### src/rtl/ddr_cmd_engine_if.sv
// Signal bundle between the request FIFO, ddr_cmd_engine and the memory controller.
// slave is the engine's view of the bundle; master is the environment that drives it.
interface ddr_cmd_engine_if;
    logic [3:0]   cmd;
    logic         cmd_valid;
    logic [24:0]  ddr_address;
    logic [127:0] ddr_wr_data;
    logic         cmd_busy;
    logic [127:0] ddr_rd_data;
    logic         ddr_data_valid;
    logic         init_done;
    logic         rd_timeout_err;
    logic         mc_init_start;
    logic         mc_init_done;
    logic [3:0]   mc_cmd;
    logic         mc_cmd_valid;
    logic [24:0]  mc_addr;
    logic         mc_cmd_rdy;
    logic         mc_datain_rdy;
    logic [127:0] mc_write_data;
    logic [127:0] mc_read_data;
    logic         mc_read_data_valid;

    modport slave (
        input  cmd, cmd_valid, ddr_address, ddr_wr_data,
        input  mc_init_done, mc_cmd_rdy, mc_datain_rdy, mc_read_data, mc_read_data_valid,
        output cmd_busy, ddr_rd_data, ddr_data_valid, init_done, rd_timeout_err,
        output mc_init_start, mc_cmd, mc_cmd_valid, mc_addr, mc_write_data
    );

    modport master (
        output cmd, cmd_valid, ddr_address, ddr_wr_data,
        output mc_init_done, mc_cmd_rdy, mc_datain_rdy, mc_read_data, mc_read_data_valid,
        input  cmd_busy, ddr_rd_data, ddr_data_valid, init_done, rd_timeout_err,
        input  mc_init_start, mc_cmd, mc_cmd_valid, mc_addr, mc_write_data
    );
endinterface

### src/rtl/ddr_cmd_engine.sv
// Executes one queued read/write at a time on the controller's native port,
// runs the controller init handshake and returns read data (or a timeout response) upstream.
module ddr_cmd_engine #(
    parameter int RD_TIMEOUT = 255
) (
    input  logic                   clk_133M,
    input  logic                   rst_n_133M,
    ddr_cmd_engine_if.slave        bus
);
    localparam int              CNT_W       = $clog2(RD_TIMEOUT + 1);
    localparam logic [CNT_W-1:0] TIMEOUT_VAL = CNT_W'(RD_TIMEOUT);
    localparam logic [3:0]      CMD_RD      = 4'b0011;
    localparam logic [3:0]      CMD_WR      = 4'b0100;
    localparam logic [3:0]      MC_RD       = 4'b0001;
    localparam logic [3:0]      MC_WR       = 4'b0010;

    typedef enum logic [2:0] {INIT, IDLE, ISSUE, WR_DATA, RD_WAIT, DONE} state_t;

    state_t           r_state;
    logic             r_is_rd;
    logic             r_rd_resp;
    logic [CNT_W-1:0] r_cnt;
    logic             r_cmd_busy;
    logic [127:0]     r_ddr_rd_data;
    logic             r_ddr_data_valid;
    logic             r_init_done;
    logic             r_rd_timeout_err;
    logic             r_mc_init_start;
    logic [3:0]       r_mc_cmd;
    logic             r_mc_cmd_valid;
    logic [24:0]      r_mc_addr;
    logic [127:0]     r_mc_write_data;

    logic w_is_rd;
    logic w_is_wr;
    logic w_timeout;

    assign w_is_rd   = (bus.cmd == CMD_RD);
    assign w_is_wr   = (bus.cmd == CMD_WR);
    assign w_timeout = (r_cnt == TIMEOUT_VAL);

    // NOTE: all state lives in this one clocked block and uses <= so every
    // register sees the pre-edge value of every other register.
    always_ff @(posedge clk_133M) begin
        if (!rst_n_133M) begin
            r_state          <= INIT;
            r_is_rd          <= 1'b0;
            r_rd_resp        <= 1'b0;
            r_cnt            <= '0;
            r_cmd_busy       <= 1'b1;
            r_ddr_rd_data    <= '0;
            r_ddr_data_valid <= 1'b0;
            r_init_done      <= 1'b0;
            r_rd_timeout_err <= 1'b0;
            r_mc_init_start  <= 1'b0;
            r_mc_cmd         <= '0;
            r_mc_cmd_valid   <= 1'b0;
            r_mc_addr        <= '0;
            r_mc_write_data  <= '0;
        end else begin
            // NOTE: default-low assignment makes ddr_data_valid a one-cycle pulse.
            r_ddr_data_valid <= 1'b0;
            case (r_state)
                INIT: begin
                    if (bus.mc_init_done) begin
                        r_mc_init_start <= 1'b0;
                        r_init_done     <= 1'b1;
                        r_cmd_busy      <= 1'b0;
                        r_state         <= IDLE;
                    end else begin
                        r_mc_init_start <= 1'b1;
                    end
                end
                IDLE: begin
                    if (bus.cmd_valid) begin
                        r_cmd_busy <= 1'b1;
                        r_is_rd    <= w_is_rd;
                        if (w_is_rd || w_is_wr) begin
                            r_mc_cmd       <= w_is_rd ? MC_RD : MC_WR;
                            r_mc_addr      <= bus.ddr_address;
                            r_mc_cmd_valid <= 1'b1;
                            if (w_is_wr) r_mc_write_data <= bus.ddr_wr_data;
                            r_state        <= ISSUE;
                        end else begin
                            r_state <= DONE;
                        end
                    end
                end
                ISSUE: begin
                    if (bus.mc_cmd_rdy) begin
                        r_mc_cmd_valid <= 1'b0;
                        r_cnt          <= '0;
                        r_rd_resp      <= 1'b0;
                        r_state        <= r_is_rd ? RD_WAIT : WR_DATA;
                    end
                end
                WR_DATA: begin
                    if (bus.mc_datain_rdy) r_state <= DONE;
                end
                RD_WAIT: begin
                    // The response goes out one cycle before DONE so busy drops at N+3.
                    if (r_rd_resp) begin
                        r_state <= DONE;
                    end else if (bus.mc_read_data_valid) begin
                        r_ddr_rd_data    <= bus.mc_read_data;
                        r_ddr_data_valid <= 1'b1;
                        r_rd_resp        <= 1'b1;
                    end else if (w_timeout) begin
                        r_ddr_rd_data    <= '0;
                        r_ddr_data_valid <= 1'b1;
                        r_rd_timeout_err <= 1'b1;
                        r_rd_resp        <= 1'b1;
                    end else begin
                        r_cnt <= r_cnt + 1'b1;
                    end
                end
                DONE: begin
                    r_cmd_busy <= 1'b0;
                    r_state    <= IDLE;
                end
                default: r_state <= INIT;
            endcase
        end
    end

    assign bus.cmd_busy       = r_cmd_busy;
    assign bus.ddr_rd_data    = r_ddr_rd_data;
    assign bus.ddr_data_valid = r_ddr_data_valid;
    assign bus.init_done      = r_init_done;
    assign bus.rd_timeout_err = r_rd_timeout_err;
    assign bus.mc_init_start  = r_mc_init_start;
    assign bus.mc_cmd         = r_mc_cmd;
    assign bus.mc_cmd_valid   = r_mc_cmd_valid;
    assign bus.mc_addr        = r_mc_addr;
    assign bus.mc_write_data  = r_mc_write_data;
endmodule

### src/flat_wrapper.sv
// flat-port wrapper written by rule: the top's interface ports become plain ports
module ddr_cmd_engine_flat 
#(
    parameter int RD_TIMEOUT = 255
)
  (clk_133M, rst_n_133M, bus_cmd, bus_cmd_valid, bus_ddr_address, bus_ddr_wr_data, bus_mc_init_done, bus_mc_cmd_rdy, bus_mc_datain_rdy, bus_mc_read_data, bus_mc_read_data_valid, bus_cmd_busy, bus_ddr_rd_data, bus_ddr_data_valid, bus_init_done, bus_rd_timeout_err, bus_mc_init_start, bus_mc_cmd, bus_mc_cmd_valid, bus_mc_addr, bus_mc_write_data);
  ddr_cmd_engine_if bus_i ();
  input  logic clk_133M;
  input  logic rst_n_133M;
  input wire logic [$bits(bus_i.cmd)-1:0] bus_cmd;
  input wire logic [$bits(bus_i.cmd_valid)-1:0] bus_cmd_valid;
  input wire logic [$bits(bus_i.ddr_address)-1:0] bus_ddr_address;
  input wire logic [$bits(bus_i.ddr_wr_data)-1:0] bus_ddr_wr_data;
  input wire logic [$bits(bus_i.mc_init_done)-1:0] bus_mc_init_done;
  input wire logic [$bits(bus_i.mc_cmd_rdy)-1:0] bus_mc_cmd_rdy;
  input wire logic [$bits(bus_i.mc_datain_rdy)-1:0] bus_mc_datain_rdy;
  input wire logic [$bits(bus_i.mc_read_data)-1:0] bus_mc_read_data;
  input wire logic [$bits(bus_i.mc_read_data_valid)-1:0] bus_mc_read_data_valid;
  output wire logic [$bits(bus_i.cmd_busy)-1:0] bus_cmd_busy;
  output wire logic [$bits(bus_i.ddr_rd_data)-1:0] bus_ddr_rd_data;
  output wire logic [$bits(bus_i.ddr_data_valid)-1:0] bus_ddr_data_valid;
  output wire logic [$bits(bus_i.init_done)-1:0] bus_init_done;
  output wire logic [$bits(bus_i.rd_timeout_err)-1:0] bus_rd_timeout_err;
  output wire logic [$bits(bus_i.mc_init_start)-1:0] bus_mc_init_start;
  output wire logic [$bits(bus_i.mc_cmd)-1:0] bus_mc_cmd;
  output wire logic [$bits(bus_i.mc_cmd_valid)-1:0] bus_mc_cmd_valid;
  output wire logic [$bits(bus_i.mc_addr)-1:0] bus_mc_addr;
  output wire logic [$bits(bus_i.mc_write_data)-1:0] bus_mc_write_data;
  assign bus_i.cmd = bus_cmd;
  assign bus_i.cmd_valid = bus_cmd_valid;
  assign bus_i.ddr_address = bus_ddr_address;
  assign bus_i.ddr_wr_data = bus_ddr_wr_data;
  assign bus_i.mc_init_done = bus_mc_init_done;
  assign bus_i.mc_cmd_rdy = bus_mc_cmd_rdy;
  assign bus_i.mc_datain_rdy = bus_mc_datain_rdy;
  assign bus_i.mc_read_data = bus_mc_read_data;
  assign bus_i.mc_read_data_valid = bus_mc_read_data_valid;
  assign bus_cmd_busy = bus_i.cmd_busy;
  assign bus_ddr_rd_data = bus_i.ddr_rd_data;
  assign bus_ddr_data_valid = bus_i.ddr_data_valid;
  assign bus_init_done = bus_i.init_done;
  assign bus_rd_timeout_err = bus_i.rd_timeout_err;
  assign bus_mc_init_start = bus_i.mc_init_start;
  assign bus_mc_cmd = bus_i.mc_cmd;
  assign bus_mc_cmd_valid = bus_i.mc_cmd_valid;
  assign bus_mc_addr = bus_i.mc_addr;
  assign bus_mc_write_data = bus_i.mc_write_data;
  ddr_cmd_engine #(.RD_TIMEOUT(RD_TIMEOUT)) u_core (.clk_133M(clk_133M), .rst_n_133M(rst_n_133M), .bus(bus_i));
endmodule
### config.mk
export PLATFORM = sky130hd
export DESIGN_NAME = ddr_cmd_engine_flat
export DESIGN_NICKNAME = d
export VERILOG_FILES = /design/src/rtl/ddr_cmd_engine_if.sv /design/src/rtl/ddr_cmd_engine.sv /design/src/flat_wrapper.sv
export SDC_FILE = /design/constraint.sdc
export NUM_CORES = 1
export LEC_CHECK = 0
export CORE_AREA = 2 2 228 230
export CTS_BUF_LIST = sky130_fd_sc_hd__clkbuf_2
export DETAILED_ROUTE_END_ITERATION = 10
export DIE_AREA = 0 0 230 232
export GPL_ROUTABILITY_DRIVEN = 0
export MAX_ROUTING_LAYER = met4
export PLACE_DENSITY_LB_ADDON = 0.15
export SKIP_CTS_REPAIR_TIMING = 1
export SLEW_MARGIN = 20
export SYNTH_ARGS = -nofsm -noshare
export SYNTH_HDL_FRONTEND = slang
export SYNTH_SLANG_ARGS = --single-unit
### constraint.sdc
create_clock -name clk_133M -period 2.5 [get_ports clk_133M]
set_input_delay 0.5 -clock clk_133M [delete_from_list [all_inputs] [get_ports clk_133M]]
set_output_delay 0.5 -clock clk_133M [all_outputs]
set_load 0.02 [all_outputs]
# Yosys cells after proc, flatten, opt, wreduce, memory -nomap -nowiden
# Index checks and enable logic that the tools add are counted.
# word_totals
reg_bits,304
in_bits,292
output_inout_bits,291
elab_cells,82
# op_classes
add_sub_neg,1
n_eq_ne,17
muxes,28
bitwise,4
n_reduce_logical,18
# ops
cell,n
two-way mux 128 bit,2
two-way mux 8 bit,4
two-way mux 3 bit,7
one-hot mux 3 bit (6 select lines),1
one-hot mux 8 bit (2 select lines),1
"inequality test 2 bit, second input constant",7
AND reduction 4 bit,3
AND reduction 5 bit,2
two-way mux 1 bit,9
AND reduction 3 bit,3
"adder 8 x 1 -> 8 bit, second input constant",1
"== test 8 bit, second input constant",1
"== test 3 x 2 -> 1 bit, second input constant",2
"== test 3 bit, second input constant",2
AND reduction 2 bit,3
nonzero test 2 bit,3
"== test 4 x 2 -> 1 bit, second input constant",1
"== test 4 x 3 -> 1 bit, second input constant",1
"inequality test 2 x 1 -> 1 bit, second input constant",2
inverter 1 bit,4
one-hot mux 1 bit (2 select lines),2
"== test 3 x 1 -> 1 bit, second input constant",1
zero test 3 bit,1
one-hot mux 1 bit (3 select lines),1
other kinds (4),4

# Depth between registers and ports, before layout
# Gate-level depths: netlist of the first run.
# depth
word_depth,5
depth_mapped,8
mapped_depth_nobuf,5

# Least setup slack after synthesis of the first run
# Ideal clock, no wire load.
# synth_timing
path_type,input -> register
start,input port bus_cmd[3]
end,register u_core.r_mc_write_data[0] (netlist: u_core.bus.mc_write_data[0])
setup_ns,0.128
t_arrival_ns,2.074
required_time_ns,2.372
path_slack_ns,0.298
path_stages,8
path_buffers,4
cell_sequence,or4b_1 > or4_1 > buf_2 > buf_6 > buf_6 > buf_6 > nand3_1 > o21ai_1
# synth_between
elab_chain_len,3
elab_cells_between_ends,4
cone_classes,eq/ne: 2; reduce/logical: 2
# synth_rtl
element,line,source
"start, declared",flat_wrapper.sv:10,input wire logic [$bits(bus_i.cmd)-1:0] bus_cmd;
== test 4 x 2 -> 1 bit / == test 4 x 3 -> 1 bit (equally long branches),"ddr_cmd_engine.sv:38, ddr_cmd_engine.sv:39",
logical OR 1 bit,ddr_cmd_engine.sv:78,if (w_is_rd || w_is_wr) begin
AND reduction 4 bit (no line) *,n/a,
"end signal, assigned",ddr_cmd_engine.sv:82,if (w_is_wr) r_mc_write_data <= bus.ddr_wr_data;
"end, declared",ddr_cmd_engine.sv:32,logic [127:0] r_mc_write_data;
# Every way passes the cells marked *; elsewhere a longest branch is shown, timed or not.
# A chain may end at the register's enable or synchronous reset.

# Worst setup path in the final report of the first run
# layout_timing
start,register u_core.r_state[1]
end,register u_core.r_mc_write_data[12] (netlist: u_core.bus.mc_write_data[12])
# layout_between
elab_chain_len,2
# layout_rtl
element,line,source
"start, declared",ddr_cmd_engine.sv:19,state_t r_state;
"start signal, assigned",ddr_cmd_engine.sv:94,r_state <= r_is_rd ? RD_WAIT : WR_DATA;
== test 3 x 1 -> 1 bit,ddr_cmd_engine.sv:63,case (r_state)
AND reduction 4 bit (no line),n/a,
# No other way between the ends.

==> run_results.csv, run 1 <==
group,metric,value,unit
setup_path,crit_family,"simple AND/OR/NAND/NOR gates",
clock_tree,htree_levels,3,
synth,yosysSeqAreaShare,57.5,%
placed_design,io_buffers,580,
synth,yosys_most_used_dff,"dfxtp_1",
detailed_routing,wl,44.6,mm
timing,fmax,465,MHz
timing,relSlewSlack,59.1,%
global_route,grt_pass1_wl,62.4,mm
synth,synth_seq_cells,302,
pwr,ir_worst_vdd,235,uV
timing,post-route-min-period,2.15,ns
detailed_routing,viasPerCell,4.23,
clock_tree,clkLatencyLatePin,0.97,ns
layout,nets,2153,
placed_design,place_hpwl,31.6,mm
status,status,"finished, final reports clean",
placed_design,dpl_worst_slack,-0.104,ns
synth,synthCells,1101,
floorplan,die-area,53400,um2
timing,worst_slew_pin_slew,0.613,ns
global_route,grt_pass1_vias,10200,
synth,avgSynthCellArea,9.55,um2
detailed_routing,firstDrtPassIters,4,
layout,postLayoutCoreUtil,39.6,%
run,cap_violations,0,
timing,final-hold-violation-count,0,
hold_path,hold_path.class,"in2reg",
global_route,grt_max_degree,139,
timing,setup_slack,0.348,ns
timing,hold_ws,0.117,ns
synth,synth_edf_count,0,
synth,async_flop_share,0,%
clock_tree,cts-buffers-inserted,89,
floorplan,die_w,230,um
layout,syn2layout_area_growth,91.5,%
detailed_routing,ant_nets,0,
timing,report.final.slew_viol_count,0,
pwr,powerDensity,483,nW/um2
clock_tree,clock_path_buffers,3,
floorplan,die_h,232,um
synth,yosys_warnings,0,
floorplan,core_area,50900,um2
setup_path,crit_path_max_fanout,34,
pwr,power_leakage,12.6,nW
setup_path,worstSetupPathType,"reg2reg",
global_route,grt_overflow_total,0,
layout,drive_gt1_share,9.95,%
detailed_routing,wl_per_cell,17.1,um
clock_tree,cts_tree,"yes",
clock_tree,cts_sinks,302,
detailed_routing,drt_first_iter_violations,419,
setup_path,critPathLaunchType,"register",
global_route,antenna_found_initial,6,
detailed_routing,num_vias,11000,
timing,fin_skew,0.0768,ns
floorplan,io_pins,583,
setup_path,cp.required,3.29,ns
floorplan,num_rows,83,
setup_path,crit_path_frequent_cell,"buf_12",
synth,syn-cell-area,10500,um2
floorplan,initial_core_util,20.7,%
timing,setup_violations,0,
timing,rsz0062_at_grt,"no",
detailed_routing,drcViolationCount,0,
timing,fin_crit_sh,86.1,%
setup_path,crit_chain,"or4b_1, or4_4, buf_12, buf_12, nand3_1, o21ai_1",
clock_tree,cts_root_buf,"clkbuf_2",
setup_path,crit_path_end_kind,"register",
setup_path,crit_path_max_incr_delay,0.56,ns
setup_path,cp_data_arrival_time,2.94,ns
setup_path,cp.buffers_inverters,2,
synth,synth_cell_type_count,49,
global_route,grt_use_total,15.8,%
clock_tree,cts.clk_slew.worst_paths,0.10,ns
setup_path,cp_slowest_cell,"or4b_1",
-- path summary, 6_finish.rpt --
| check | start | end | slack, ns | depth (start not counted) |
|---|---|---|---|---|
| setup / recovery | u_core.r_state[1] | u_core.bus.mc_write_data[12] | 0.35 | 6 |
| setup reg to reg | u_core.r_state[1] | u_core.bus.mc_write_data[12] | 0.35 | 6 |
| hold reg to reg | u_core.bus.mc_write_data[113] | u_core.bus.mc_write_data[113] | 0.45 | 2 |
| hold / removal | bus_ddr_wr_data[28] | u_core.bus.mc_write_data[28] | 0.12 | 3 |
-- layer usage --
metal  GRT usage (%)  part of all wire (%)  up-vias
li1                -                     -     5513
met1            15.7                    38     4960
met2            26.5                    50      471
met3            7.96                    10       68
met4            5.93                   1.8        0
met5               -                     0        -
-- cells in the final DEF, fill, tap and decap left out, types with 2 or more instances in the layout --
cell,instances
dlymetal6s2s_1,289
nand4b_1,2
a41oi_1,2
conb_1,2
or3b_2,2
nor2b_1,2
and3_1,3
o21ai_2,9
clkbuf_2,131
o21ai_1,112
clkinvlp_4,2
a311oi_1,2
nand2_1,162
a22o_1,128
buf_12,13
clkinv_1,16
nand3b_1,2
nor2_1,13
inv_1,3
nand4_1,2
buf_4,22
diode_2,6
nor3_1,4
o21a_1,5
a211oi_1,3
dlygate4sd3_1,156
a21oi_1,13
nand3_1,158
clkdlybuf4s50_1,290
o21ai_0,40
dfxtp_1,302
nand2b_1,3
-- final cells by class --
cell class | count | area [um2]
Antenna cell | 6 | 15.0
Clock buffer | 131 | 656
Clock inverter | 20 | 88.8
Fill cell | 5064 | 30700
Inverter | 3 | 11.3
Multi-Input combinational cell | 693 | 3960
Sequential cell | 302 | 6050
Tap cell | 680 | 851
Timing Repair Buffer | 771 | 8520
-- state kept, by name (all words and copies together) (netlist names) --
register / count
u_core.r_rd_resp: 1
u_core.bus.ddr_rd_data: 128
u_core.bus.mc_cmd_valid: 1
u_core.bus.rd_timeout_err: 1
u_core.bus.mc_write_data: 128
u_core.bus.init_done: 1
u_core.bus.mc_cmd: 2
u_core.r_state: 3
u_core.r_is_rd: 1
u_core.bus.ddr_data_valid: 1
u_core.r_cnt: 8
u_core.bus.mc_addr: 25
u_core.bus.mc_init_start: 1
u_core.bus.cmd_busy: 1
-- synthesized netlist by cell type (2+ instances only) --
library cell    n  area (um2)
o21a_1          5        37.5
or3b_2          2        17.5
buf_6          16         180
nand3b_1        2        15.0
o21ai_1       112         561
o21ai_2         9        78.8
dfxtp_1       302        6050
a311oi_1        2        17.5
buf_2          14        70.1
inv_1           3        11.3
clkbuf_1       59         221
nand2b_1        3        18.8
buf_4           2        15.0
or4_1           2        15.0
nand2_1       162         608
a211oi_1        3        22.5
nand4_1         2        12.5
o21ai_0        40         200
buf_1          13        48.8
a22o_1        128        1120
nand4b_1        2        17.5
a41oi_1         2        17.5
a21oi_1        14        70.1
nor2_1         13        48.8
nand3_1       158         791
nor2b_1         2        12.5
and3_1          4        25.0
nor3_1          4        20.0
-- power by group --
group,leakage [nW],internal [mW],switching (mW),total (mW)
clock,0.578,1.39,2.21,3.60
sequential,2.43,4.87,0.0311,4.90
combinational,9.56,0.762,0.483,1.24
total,12.6,7.02,2.72,9.74
-- worst min-delay path, delay by kind of cell --
| family | cells | cell delay (ns) |
|---|---|---|
| AOI/OAI and AO/OA | 1 | 0.05 |
| buffers and inverters | 1 | 0.43 |
| and+or+nand+nor | 1 | 0.07 |
-- metrics by stage --
step,area (um2),total power [mW],instances,TNS [ns]
global placement,17100,6.06,2293,-6.19
finish,20100,9.74,2606,0
detailed placement,17100,6.06,2293,-8.20
floorplan,10500,5.37,1102,0
CTS,17800,9.80,2444,-43.80
global route,20100,10.3,2606,0
-- cells by family (layout without fill, tap and decap cells) --
| group | Yosys count | after routing | share of synthesized area (%) |
|---|---|---|---|
| other | 1 | 8 | 0.0357 |
| buffers and inverters | 107 | 925 | 5.20 |
| flip-flops | 302 | 302 | 57.5 |
| adder cells (fa/ha/maj) | 1 | 1 | 0.119 |
| AND/OR/NAND/NOR | 362 | 362 | 15.7 |
| AO/OA/AOI/OAI | 326 | 326 | 21.1 |
| multiplexers | 2 | 2 | 0.309 |
Note: power is estimated with default switching activity, not from simulation.
==> run 2: changes to the inputs <==
- ABC_AREA: not set -> 1
- CORE_AREA: 2 2 228 230 -> 2 2 230 232
- DIE_AREA: 0 0 230 232 -> 0 0 232 234
==> run 2 against run 1 <==
- count of clock-buffer cells in the layout shrank 1
- first-iteration DRC count grew 21%
- synthesized cell count grew 27%
- die area grew 1.7%
- final area grew 2.7%
- via count grew 9.7%
- register-to-register slack gained 0.06 ns
- largest cell class unchanged
- critical path depth shrank 5
- sequential power grew 8.0%
==> run_results.csv, run 2 <==
group,metric,value,unit
status,status,"finished, final reports clean",
synth,syn-cell-area,10900,um2
synth,synth_seq_cells,302,
placed_design,post_dp_cell_area,17400,um2
clock_tree,cts_tree,"yes",
detailed_routing,wl,47.6,mm
floorplan,io_pins,583,
floorplan,die-area,54300,um2
synth,synth_edf_count,0,
clock_tree,cts_root_buf,"clkbuf_2",
pwr,p_total,12.0,mW
synth,avgSynthCellArea,7.82,um2
layout,multiInputGateArea,4160,um2
setup_path,cp.required,2.00,ns
global_route,grt_overflow_total,0,
floorplan,die_h,234,um
clock_tree,cts_sinks,302,
timing,report.final.slew_viol_count,0,
synth,async_flop_share,0,%
global_route,grt_max_degree,79,
detailed_routing,ant_nets,0,
floorplan,die_w,232,um
timing,setup_violations,0,
layout,regArea,6050,um2
detailed_routing,viasPerCell,4.12,
synth,netlist.area_leader.share,55.3,%
synth,yosys_most_used_dff,"dfxtp_1",
run,cap_violations,0,
setup_path,crit_chain,"dlymetal6s2s_1",
timing,fin_skew,0.0463,ns
setup_path,crit_family,"buffers and inverters",
timing,relSlewSlack,64.8,%
layout,layout_commonest_cell,"nor2_1",
synth,synth_cell_type_count,26,
timing,setup_slack,0.330,ns
setup_path,worst-path-stages,1,
timing,hold_ws,0.0928,ns
hold_path,hold_path.class,"in2reg",
floorplan,num_rows,84,
setup_path,crit_path_end_kind,"primary output",
timing,rsz0062_at_grt,"no",
synth,yosys_warnings,0,
global_route,antenna_found_initial,7,
timing,final-hold-violation-count,0,
synth,yosys.area.top_type,"dfxtp_1",
synth,yosysMostFrequentCell,"nor2_1",
timing,finalSetupTns,0,ns
pwr,power_leakage,13.0,nW
layout,nets,2472,
floorplan,initial_core_util,21.0,%
global_route,grt_pass1_vias,11300,
synth,yosysSeqAreaShare,55.3,%
hold_path,hold_path_depth,3,
timing,fmax,461,MHz
detailed_routing,num_vias,12100,
detailed_routing,drt_first_iter_violations,508,
placed_design,dp_cells,2602,
placed_design,dpl_worst_slack,0.183,ns
placed_design,io_buffers,580,
layout,final_cell_area,20700,um2
setup_path,cp_slowest_cell,"dlymetal6s2s_1",
clock_tree,clock_path_buffers,3,
setup_path,cp.buffers_inverters,1,
synth,synthCells,1398,
timing,post-route-min-period,2.17,ns
layout,drive_gt1_share,8.28,%
pwr,ir_worst_vdd,252,uV
layout,fill_cells,5342,
setup_path,crit_path_max_incr_delay,0.35,ns
detailed_routing,firstDrtPassIters,4,
layout,mostFrequentLayoutCells,"nor2_1 (332), dfxtp_1 (302), nand2_1 (301), clkdlybuf4s50_1 (290), dlymetal6s2s_1 (289)",
setup_path,cp_data_arrival_time,1.67,ns
pwr,powerDensity,580,nW/um2
setup_path,worstSetupPathType,"reg2out",
placed_design,place_hpwl,33.3,mm
clock_tree,clkLatencyLatePin,1.01,ns
detailed_routing,wl_per_cell,16.3,um
global_route,grt_pass1_wl,67.3,mm
clock_tree,cts-buffers-inserted,88,
global_route,grt_use_total,16.7,%
clock_tree,cts.clk_slew.worst_paths,0.10,ns
floorplan,core_area,52000,um2
setup_path,reg2regPathDepth,9,
layout,syn2layout_area_growth,89.2,%
timing,fin_crit_sh,86.8,%
clock_tree,htree_levels,3,
layout,stdcell_count,2929,
synth,synthTopCellsByCount,"nor2_1 (333), dfxtp_1 (302), nand2_1 (301)",
setup_path,crit_path_max_fanout,2,
detailed_routing,drcViolationCount,0,
setup_path,critPathLaunchType,"register",
timing,worst_slew_pin_slew,0.528,ns
layout,postLayoutCoreUtil,39.8,%
synth,synthTopCellsByArea,"dfxtp_1 (55%), nor2_1 (11%), nand2_1 (10%)",
-- run 2: layer usage --
layer / share of wire, % / up-vias / track usage [%]
li1: - / 6116 / -
met1: 40 / 5427 / 17.9
met2: 48 / 452 / 27.3
met3: 9.4 / 87 / 6.76
met4: 2.5 / 0 / 7.23
met5: 0 / - / -
-- run 2: path summary, 6_finish.rpt --
check | start | slack [ns] | end
setup / recovery | u_core.bus.ddr_rd_data[63] | 0.33 | bus_ddr_rd_data[63]
hold / removal | bus_ddr_wr_data[66] | 0.09 | u_core.bus.mc_write_data[66]
setup reg to reg | u_core.r_cnt[0] | 0.41 | u_core.bus.ddr_rd_data[125]
hold reg to reg | u_core.bus.ddr_rd_data[0] | 0.46 | u_core.bus.ddr_rd_data[0]
-- run 2: kinds of logic (layout without fill, tap and decap cells) --
family                   Yosys count  in the layout  share of synthesized area (%)
AO/OA/AOI/OAI                    310            310                           14.3
buffers and inverters            120            955                           6.95
other                              1              9                         0.0343
adder cells (fa/ha/maj)            1              1                          0.114
AND/OR/NAND/NOR                  664            664                           23.4
flip-flops                       302            302                           55.3
-- run 2: cell type report --
class | instances | share of cell area [%]
Antenna cell | 7 | 0.0847
Clock buffer | 130 | 3.14
Clock inverter | 15 | 0.568
Inverter | 24 | 0.460
Multi-Input combinational cell | 977 | 20.1
Sequential cell | 302 | 29.2
Tap cell | 688 | 4.16
Timing Repair Buffer | 786 | 42.3
-- run 2: tightest hold or removal path, stage by stage --
cell and delay [ns]:
clkdlybuf4s50_1 0.41, nor2_1 0.11, nor2_1 0.05
-- run 2: power by group --
part           total (mW)  switching (mW)  internal (mW)
Clock                3.77            2.20           1.57
Sequential           5.29           0.172           5.12
Combinational        2.95            1.54           1.41
